--- config.mk ---
export PLATFORM = sky130hd
export DESIGN_NAME = dest_reg_writer
export DESIGN_NICKNAME = d
export VERILOG_FILES = /design/src/rtl/dest_reg_writer.sv
export SDC_FILE = /design/constraint.sdc
export NUM_CORES = 1
export LEC_CHECK = 0
export ABC_CLOCK_PERIOD_IN_PS = 1520
export CORE_ASPECT_RATIO = 1.4
export CORE_MARGIN = 2
export CORE_UTILIZATION = 40
export DETAILED_ROUTE_END_ITERATION = 16
export GPL_TIMING_DRIVEN = 0
export MAX_ROUTING_LAYER = met4
export PLACE_DENSITY_LB_ADDON = 0.15
export SLEW_MARGIN = 20
export SYNTH_ARGS = -nofsm -noshare
export SYNTH_HDL_FRONTEND = slang
export SYNTH_SLANG_ARGS = --single-unit
--- constraint.sdc ---
create_clock -name clk -period 1.52 [get_ports clk]
set_input_delay 0.304 -clock clk [delete_from_list [all_inputs] [get_ports clk]]
set_output_delay 0.304 -clock clk [all_outputs]
set_load 0.05 [all_outputs]
--- src/rtl/dest_reg_writer.sv ---
// ---------------------------------------------------------------------------
// dest_reg_writer
//
// Write-back end of the B/C/D operand path. The operand mux reads one of
// B, C, D by a 2-bit select; this block writes one of them. A (select, data)
// request is taken on a valid/ready handshake, held for one cycle, and then
// committed into the addressed register. Select 2'b11 is illegal: the
// request is accepted, dropped, and flagged with a one-cycle error pulse.
//
// Handshake: a request transfers on a rising clk edge where wr_valid and
// wr_ready are both high. wr_ready depends only on the FSM state, never on
// wr_valid. The requester keeps wr_valid/wr_sel/wr_data stable until that
// edge; wr_sel/wr_data are ignored while wr_valid is low.
//
// Optional feature (macro WR_COUNT_EN):
//   defined   -> extra output wr_cnt[7:0], count of committed legal writes
//                (wraps 8'hFF -> 8'h00, cleared by reset, ERROR not counted)
//   undefined -> no wr_cnt port and no counter logic
//
// Ports:
//   clk        in   1       clock, all state changes on posedge
//   rst        in   1       synchronous active-high reset
//   wr_valid   in   1       request valid
//   wr_sel     in   2       destination: 00=B 01=C 10=D 11=illegal
//   wr_data    in   DATA_W  value to write
//   wr_ready   out  1       request can be accepted this cycle (IDLE)
//   reg_b/c/d  out  DATA_W  destination register contents
//   we_b/c/d   out  1       strobe in the cycle the register loads
//   wr_done    out  1       pulse: legal write committed this cycle
//   wr_err     out  1       pulse: illegal request dropped this cycle
//   wr_cnt     out  8       committed write count (WR_COUNT_EN only)
//   fsm_state  out  2       debug view of FSM: 0=IDLE 1=COMMIT 2=ERROR
// ---------------------------------------------------------------------------
module dest_reg_writer #(
    parameter int                 DATA_W    = 8,
    parameter logic [DATA_W-1:0]  RESET_VAL = '0
) (
    input  logic              clk,
    input  logic              rst,
    input  logic              wr_valid,
    input  logic [1:0]        wr_sel,
    input  logic [DATA_W-1:0] wr_data,
    output logic              wr_ready,
    output logic [DATA_W-1:0] reg_b,
    output logic [DATA_W-1:0] reg_c,
    output logic [DATA_W-1:0] reg_d,
    output logic              we_b,
    output logic              we_c,
    output logic              we_d,
    output logic              wr_done,
    output logic              wr_err,
`ifdef WR_COUNT_EN
    output logic [7:0]        wr_cnt,
`endif
    output logic [1:0]        fsm_state
);

    typedef enum logic [1:0] {
        S_IDLE   = 2'd0,
        S_COMMIT = 2'd1,
        S_ERROR  = 2'd2
    } state_t;

    localparam logic [1:0] SEL_B   = 2'b00;
    localparam logic [1:0] SEL_C   = 2'b01;
    localparam logic [1:0] SEL_D   = 2'b10;
    localparam logic [1:0] SEL_BAD = 2'b11;

    state_t              state_q;
    state_t              state_d;
    logic [1:0]          sel_q;
    logic [DATA_W-1:0]   data_q;
    logic                accept;

    assign accept    = wr_valid & wr_ready;
    assign fsm_state = state_q;

    // -----------------------------------------------------------------------
    // State register and holding registers
    // -----------------------------------------------------------------------
    always_ff @(posedge clk) begin
        if (rst) begin
            state_q <= S_IDLE;
            sel_q   <= '0;
            data_q  <= '0;
        end else begin
            state_q <= state_d;
            if (accept) begin
                sel_q  <= wr_sel;
                data_q <= wr_data;
            end
        end
    end

    // -----------------------------------------------------------------------
    // Next-state logic
    // -----------------------------------------------------------------------
    always_comb begin
        state_d = state_q;
        case (state_q)
            S_IDLE: begin
                if (accept) begin
                    state_d = (wr_sel == SEL_BAD) ? S_ERROR : S_COMMIT;
                end
            end
            S_COMMIT: state_d = S_IDLE;
            S_ERROR:  state_d = S_IDLE;
            default:  state_d = S_IDLE;
        endcase
    end

    // -----------------------------------------------------------------------
    // Outputs. Strobes and pulses are suppressed while rst is high so that a
    // write aborted by reset in COMMIT/ERROR never shows as completed.
    // -----------------------------------------------------------------------
    always_comb begin
        wr_ready = 1'b0;
        we_b     = 1'b0;
        we_c     = 1'b0;
        we_d     = 1'b0;
        wr_done  = 1'b0;
        wr_err   = 1'b0;
        case (state_q)
            S_IDLE: begin
                wr_ready = 1'b1;
            end
            S_COMMIT: begin
                if (!rst) begin
                    wr_done = 1'b1;
                    case (sel_q)
                        SEL_B:   we_b = 1'b1;
                        SEL_C:   we_c = 1'b1;
                        SEL_D:   we_d = 1'b1;
                        default: ;  // 11 always routes to ERROR, never here
                    endcase
                end
            end
            S_ERROR: begin
                if (!rst) begin
                    wr_err = 1'b1;
                end
            end
            default: ;
        endcase
    end

    // -----------------------------------------------------------------------
    // Destination registers: each loads held data on the edge ending the
    // cycle its strobe is high.
    // -----------------------------------------------------------------------
    always_ff @(posedge clk) begin
        if (rst) begin
            reg_b <= RESET_VAL;
            reg_c <= RESET_VAL;
            reg_d <= RESET_VAL;
        end else begin
            if (we_b) reg_b <= data_q;
            if (we_c) reg_c <= data_q;
            if (we_d) reg_d <= data_q;
        end
    end

`ifdef WR_COUNT_EN
    // Counts committed legal writes; becomes visible the cycle after wr_done.
    always_ff @(posedge clk) begin
        if (rst) begin
            wr_cnt <= 8'h00;
        end else if (wr_done) begin
            wr_cnt <= wr_cnt + 8'h01;
        end
    end
`endif

    // -----------------------------------------------------------------------
    // Invariants
    // -----------------------------------------------------------------------
    a_done_err_exclusive : assert property (@(posedge clk) disable iff (rst)
        !(wr_done && wr_err));
    a_strobe_onehot : assert property (@(posedge clk) disable iff (rst)
        $onehot0({we_b, we_c, we_d}));
    a_commit_one_cycle : assert property (@(posedge clk) disable iff (rst)
        (state_q != S_IDLE) |=> (state_q == S_IDLE));

endmodule
==> results of run 1 <==
[synthesized netlist by cell type]
cell,count
o21ai_1,8
buf_2,3
nand2b_1,9
clkbuf_1,6
buf_6,3
o21ai_0,8
nor3_1,1
or3b_1,1
nor2_1,14
mux2i_1,10
nor3b_1,4
nand2_1,2
buf_4,1
and2_1,1
nor4b_4,1
a21oi_1,16
nand3_1,24
and2b_1,1
o21ai_2,8
or2_2,1
dfxtp_1,36
nor3b_4,1
[worst paths after layout]
kind / from / slack (ps) / to / depth (start not counted)
setup / recovery: fsm_state[0] / -140 / we_c / 3
hold / removal: rst / 430 / reg_d[7] / 3
setup reg to reg: fsm_state[0] / 50 / reg_b[0] / 5
hold reg to reg: reg_d[2] / 480 / reg_d[2] / 2
[cell type report]
cell class	instances	area, µm²	share of cell area (%)
timing repair buffer	54	517	23.4
sequential	36	729	33.1
clock buffer	6	93.8	4.25
clock inverter	2	12.5	0.567
buffer	9	70.1	3.18
multi-input combinational	110	731	33.1
tap	42	52.6	2.38
[repair_timing]
action                                 in CTS  in global routing
setup endpoints to repair                  68                 23
resized for setup                          90                 16
setup buffers                               9                  1
pin swaps                                   4                  3
endpoints found under the hold margin       0                  0
[registers in the layout, summed over array words and instances, names as in the netlist]
name / count
data_q: 8
fsm_state: 2
reg_b: 8
reg_c: 8
reg_d: 8
sel_q: 2
[worst max-delay path, delay by kind of cell (launching register included)]
kind	cells	cell delay, ps
flip-flops	1	360
AND/OR/NAND/NOR	2	550
buffers and inverters	1	150
[power groups by stage]
stage,Clock [mW],Combinational (mW),Sequential (mW)
after global placement,0,0.225,1.01
final,0.777,0.256,0.992
after global routing,0.831,0.274,0.995
after detailed placement,0,0.230,1.02
after CTS,0.788,0.247,0.990
after floorplan,0,0.134,1.02
[cell families after synthesis]
group                  after synthesis
and+or+nand+nor                     60
AOI/OAI and AO/OA                   40
DFF                                 36
buffers and inverters               13
muxes                               10
[metal layers]
| metal | part of all wire [%] | GRT usage [%] |
|---|---|---|
| met1 | 41 | 20.6 |
| met2 | 52 | 34.1 |
| met3 | 4.1 | 4.92 |
| met4 | 2.0 | 9.21 |
| met5 | 0 | - |
==> flow_metrics.tcl, run 1 <==
set metrics [dict create \
    drive_above_1_share_pct 25.3 \
    end_kind "output pin" \
    grt_pass1_wl_um 6090 \
    syn_area_mm2 0.00147 \
    synth_top_area_share_pct 48.9 \
    track_usage_pct 19.4 \
    cp_max_fo 3 \
    timing.fmax_ghz 0.602 \
    htreeDepth 2 \
    antenna_found_initial 0 \
    dp_cells 245 \
    rsz0062_at_grt "yes" \
    finalPower_mw 2.03 \
    switching_share_pct 26.0 \
    p_clk_share_pct 38.4 \
    drtAntennaViolNets 0 \
    syn2layout_area_growth_pct 49.8 \
    yosys.area_share.simple_pct 23.3 \
    syn_avg_cell_area_um2 9.26 \
    power.density_mw_per_mm2 918 \
    cts_sinks 36 \
    most-common-layout-cells "dfxtp_1, nand3_1, dlygate4sd2_1" \
    wl_um 3810 \
    netlist.top_cell.by_area "dfxtp_1" \
    crit_type "flop to output pin" \
    synth_compound_area_share_pct 15.6 \
    synth.ff_latch_count 36 \
    hold_class "primary input to flop" \
    clk_path_buf_depth 2 \
    vdd_drop_max_v 0.000715 \
    critPathSlowestCell "or3b_4" \
    antenna_cells 0 \
    max_stage_delay_ps 440 \
    post-route-period-util_pct 109 \
    dp_hpwl_um 2720 \
    num_io_pins 45 \
    die-area_mm2 0.00419 \
    synth_xor_area_share_pct 0 \
    synth.distinct_cells 22 \
    drv_slew 0 \
    dpl-instance-area_mm2 0.00203 \
    drc 0 \
    grt-ovfl-total 0 \
    start_kind "flop" \
    grt_pass1_vias 1337 \
    p_leak_nw 0.932 \
    final_util_pct 61.6 \
    grt_max_degree 13 \
    drv_cap 0 \
    nets 229 \
    internal_power_mw 1.50 \
    synth_fp_nets 172 \
    seq_area_frac_synth_pct 48.9 \
    finalCriticalPeriod_ps 1660 \
    setup-tns-final_ps -456 \
    cts_hold_buf 0 \
    ys_warn_count 0 \
    drt_iter0_markers 42 \
    root_buffer "clkbuf_8" \
    fin_skew_ps 6.39 \
    slew_headroom_pct 66.5 \
    dp_slack_ps -1390 \
    portBuffers 44 \
    p_switching_mw 0.527 \
    worstPathArrival_ps 1360 \
    hold_viol_final 0 \
    max_slew.worst_pin.slew_ps 501 \
    status "finished, violations left" \
    worstPathRequired_ps 1220 \
    cts_tree "built" \
    first_pass_iters 4 \
    worstSkewPairLatency_ps 290 \
    viasPerCell 5.12 \
    start_util_pct 41.2 \
    rows 26 \
    avgRoutedWirePerCell_um 14.7 \
    die_y_um 75.8 \
    seq_power_share_pct 49.0 \
    worst_hold_slack_ps 429 \
    cts_buffers 5 \
    violations "setup timing" \
    muxShareOfSynthArea_pct 6.80 \
    synthTopCellsByArea "dfxtp_1, nand3_1, mux2i_1" \
    n_fill_cell 317 \
    die_w_um 55.3 \
    design_area_mm2 0.00221 \
    final_common_cell "dfxtp_1" \
    gp_congestion 0.821 \
    coreArea_mm2 0.00358 \
    path_cells "or3b_4 > nor2_4 > buf_8" \
    vias 1327 \
    layout.cells.non_filler 259 \
    synth_top_family_by_area "simple AND/OR/NAND/NOR gates" \
    worst_slack_ps -140 \
    setup_violations 5 \
    syn_inst 159 \
    combPwrFrac_pct 12.6 \
    synth_fa_ha_area_share_pct 0 \
    clkTransAtPathRegs_ps 70 \
]
No activity file was read; power rests on OpenSTA's default activity.
==> inputs of run 2 (changes only) <==
- ABC_CLOCK_PERIOD_IN_PS: 1520 -> 2100
- clock period: 1.52 -> 2.1 ns (I/O delays scaled with it)
==> flow_metrics.tcl, run 2 (same netlist as run 1, synthesis figures left out) <==
set metrics [dict create \
    die_w_um 55.3 \
    avgRoutedWirePerCell_um 14.2 \
    final_common_cell "clkdlybuf4s50_1" \
    start_kind "flop" \
    rsz0062_at_grt "no" \
    slew_headroom_pct 64.4 \
    die-area_mm2 0.00419 \
    worstPathArrival_ps 1590 \
    r2r_slack_ps 710 \
    grt_pass1_wl_um 5970 \
    wl_um 3610 \
    dp_hpwl_um 2630 \
    htreeDepth 2 \
    setup_violations 0 \
    gp_congestion 0.814 \
    worst_slack_ps 88.4 \
    vias 1309 \
    cts_hold_buf 0 \
    start_util_pct 41.2 \
    worstPathRequired_ps 1680 \
    nets 226 \
    end_kind "output pin" \
    drv_slew 0 \
    status "complete, no violations" \
    syn2layout_area_growth_pct 42.1 \
    antenna_cells 0 \
    drt_iter0_markers 42 \
    die_y_um 75.8 \
    cp_max_fo 9 \
    worst_hold_slack_ps 477 \
    crit_type "flop to output pin" \
    clkTransAtPathRegs_ps 70 \
    p_leak_nw 0.766 \
    hold_class "flop to flop" \
    cts_sinks 36 \
    viasPerCell 5.13 \
    n_fill_cell 340 \
    track_usage_pct 19.0 \
    finalCriticalPeriod_ps 2010 \
    finalPower_mw 1.42 \
    grt-ovfl-total 0 \
    grt_pass1_vias 1260 \
    hold_viol_final 0 \
    drive_above_1_share_pct 19.2 \
    clk_path_buf_depth 2 \
    drv_cap 0 \
    power.density_mw_per_mm2 676 \
    fin_skew_ps 3.19 \
    rows 26 \
    first_pass_iters 4 \
    drc 0 \
    cts_buffers 5 \
    dp_slack_ps -1010 \
    coreArea_mm2 0.00358 \
    post-route-period-util_pct 95.8 \
    cts_tree "built" \
    portBuffers 44 \
    vdd_drop_max_v 0.000465 \
    max_slew.worst_pin.slew_ps 532 \
    grt_max_degree 11 \
    root_buffer "clkbuf_8" \
    most-common-layout-cells "clkdlybuf4s50_1, dfxtp_1, nand3_1" \
    timing.fmax_ghz 0.497 \
    worstSkewPairLatency_ps 290 \
    drtAntennaViolNets 0 \
    num_io_pins 45 \
    antenna_found_initial 0 \
]
[run 2: per-stage QoR]
step	utilization, %	instance area [µm²]	std cells	setup TNS, ps
6_report	58.5	2090	255	0
5_1_grt	58.5	2090	255	0
4_1_cts	58.1	2080	253	0
3_5_place_dp	55.4	1980	245	-4780
3_3_place_gp	55.4	1980	245	-4720
2_1_floorplan	-	1490	159	0
[run 2: routing by layer]
metal | track usage (%) | routed length, µm | vias up
li1 | - | - | 665
met1 | 19.6 | 1490 | 607
met2 | 34.3 | 1910 | 33
met3 | 5.43 | 163 | 4
met4 | 8.13 | 45 | 0
met5 | - | 0 | -
[run 2: critical path, cell delays in order (launching register included)]
cell     delay (ps)
dfxtp_1         320
buf_6           140
nor4b_4         230
and2_1          180
buf_6           160
buf_2           280
[run 2: final cells by class]
| cell class | instances | area (µm²) | share of cell area [%] |
|---|---|---|---|
| tap | 42 | 52.6 | 2.51 |
| timing repair buffer | 47 | 444 | 21.2 |
| buffer | 13 | 86.3 | 4.13 |
| sequential | 36 | 724 | 34.6 |
| multi-input combinational | 110 | 688 | 32.9 |
| clock buffer | 7 | 96.3 | 4.61 |
[run 2: what timing repair did]
| action | 4_1_cts | 5_1_grt |
|---|---|---|
| pin swaps | 1 | 0 |
| gates resized for setup | 36 | 5 |
| buffers inserted | 1 | 2 |
| endpoints found under the setup margin | 6 | 2 |
[run 2: worst paths after layout]
| check | startpoint | end | cells after the start |
|---|---|---|---|
| setup / recovery | fsm_state[1] | we_d | 5 |
| hold / removal | reg_d[6] | reg_d[6] | 2 |
| setup reg to reg | fsm_state[0] | sel_q[1] | 5 |
| hold reg to reg | reg_d[6] | reg_d[6] | 2 |
[run 2: power breakdown]
part	switching [mW]	internal (mW)	leakage, nW	total [mW]
sequential	0.0201	0.699	0.293	0.719
clock	0.239	0.292	0.0503	0.531
combinational	0.0951	0.0702	0.423	0.165
==> inputs of run 3 (changes only) <==
- CORE_UTILIZATION: 40 -> 49
==> flow_metrics.tcl, run 3 (same netlist as run 1, synthesis figures left out) <==
set metrics [dict create \
    fin_skew_ps 4.75 \
    status "complete, no violations" \
    avgRoutedWirePerCell_um 14.7 \
    clk_path_buf_depth 2 \
    nets 225 \
    worstSkewPairLatency_ps 290 \
    cts_tree "built" \
    drive_above_1_share_pct 18.8 \
    dpl-instance-area_mm2 0.00198 \
    vdd_drop_max_v 0.000692 \
    antenna_found_initial 0 \
    cts_sinks 36 \
    htreeDepth 2 \
    layout.cells.non_filler 250 \
    slew_headroom_pct 65.6 \
    cts_buffers 5 \
    first_pass_iters 4 \
    worstPathArrival_ps 1590 \
    num_io_pins 45 \
    setup_violations 0 \
    vias 1338 \
    crit_type "flop to output pin" \
    grt_pass1_vias 1295 \
    start_kind "flop" \
    viasPerCell 5.35 \
    max_slew.worst_pin.slew_ps 515 \
    drt_iter0_markers 30 \
    most-common-layout-cells "clkdlybuf4s50_1, dfxtp_1, nand3_1" \
    worstReg2RegStart "fsm_state[0]" \
    grt_pass1_wl_um 6070 \
    syn2layout_area_growth_pct 41.1 \
    clkTransAtPathRegs_ps 70 \
    design_area_mm2 0.00208 \
    rows 23 \
    power.density_mw_per_mm2 667 \
    antenna_cells 0 \
    gp_congestion 0.861 \
    grt_max_degree 12 \
    r2r_slack_ps 680 \
    die-area_mm2 0.00347 \
    rsz0062_at_grt "no" \
    coreArea_mm2 0.00288 \
    max_stage_delay_ps 370 \
    die_y_um 68.9 \
    hold_class "flop to flop" \
    cp_max_fo 10 \
    dp_cells 240 \
    final_common_cell "clkdlybuf4s50_1" \
    drv_cap 0 \
    finalCriticalPeriod_ps 2010 \
    wl_um 3680 \
    worstPathRequired_ps 1680 \
    p_switching_mw 0.352 \
    track_usage_pct 24.4 \
    portBuffers 44 \
    rr_worst_depth 5 \
    timing.fmax_ghz 0.497 \
    seq_power_share_pct 51.9 \
    grt-ovfl-total 0 \
    path_cells "or3b_1 > buf_4 > buf_6 > nor2_2 > buf_6" \
    end_kind "output pin" \
    internal_power_mw 1.03 \
    p_leak_nw 0.754 \
    cp_common_cell "buf_6" \
    dp_hpwl_um 2700 \
    r2r_end "reg_c[1]" \
    start_util_pct 51.2 \
    holdPathStages 2 \
    root_buffer "clkbuf_8" \
    min_from "reg_b[0]" \
    combPwrFrac_pct 11.9 \
    hold_viol_final 0 \
    drc 0 \
    drtAntennaViolNets 0 \
    switching_share_pct 25.4 \
    p_clk_share_pct 36.2 \
    worst_hold_slack_ps 480 \
    drv_slew 0 \
    die_w_um 50.3 \
    min_to "reg_b[0]" \
    post-route-period-util_pct 95.8 \
    critPathSlowestCell "dfxtp_4" \
]
-- run 3: final cells by class --
class | count | area, µm²
clock buffers | 7 | 86.3
plain buffers | 13 | 86.3
flip-flops and latches | 36 | 724
multi-input cells | 110 | 688
fillers | 228 | 800
well taps | 37 | 46.3
clock inverters | 1 | 7.51
repair buffers | 46 | 439
-- run 3: stage by stage --
step           utilization, %  setup slack (ps)  TNS (ps)  total power, mW
2_1_floorplan               -              65.2         0            0.834
3_3_place_gp             68.7              -966     -4600            0.892
3_5_place_dp             68.7              -981     -4740            0.898
4_1_cts                  71.9              23.4         0             1.39
5_1_grt                  72.2              14.9         0             1.44
6_report                 72.2              88.5         0             1.39
-- run 3: routing by layer --
metal / part of all wire, % / wire length (µm) / GRT usage, %
met1: 37 / 1370 / 23.8
met2: 55 / 2010 / 43.3
met3: 5.2 / 192 / 7.97
met4: 2.8 / 104 / 12.5
met5: 0 / 0 / -
-- run 3: power by group through the flow --
stage / sequential, mW / clock [mW] / combinational (mW)
finish: 0.720 / 0.501 / 0.165
global route: 0.721 / 0.544 / 0.178
CTS: 0.720 / 0.507 / 0.163
detailed placement: 0.736 / 0 / 0.163
global placement: 0.735 / 0 / 0.157
floorplan: 0.742 / 0 / 0.0917
-- run 3: timing repair --
action                     4_1_cts  5_1_grt
resized for setup               36        6
hold buffers                     0        0
pin swaps                        1        0
cloned                           0        0
hold endpoints to repair         0        0
setup buffers                    1        1
setup endpoints to repair        6        3
-- run 3: worst max-delay path by stage --
stage,cells past startpoint,from,end,slack [ps]
after CTS,5,fsm_state[0],we_c,20
after global routing,5,fsm_state[1],we_b,10
final,5,fsm_state[0],we_c,90
after floorplan,4,fsm_state[0],we_b,70
after global placement,5,rst,we_d,-970
after detailed placement,5,rst,wr_done,-980
-- run 3: critical path, delay by kind of cell (launching register included) --
family	cells	cell delay (ps)
simple gates	2	460
buf+inv	3	480
flops	1	370
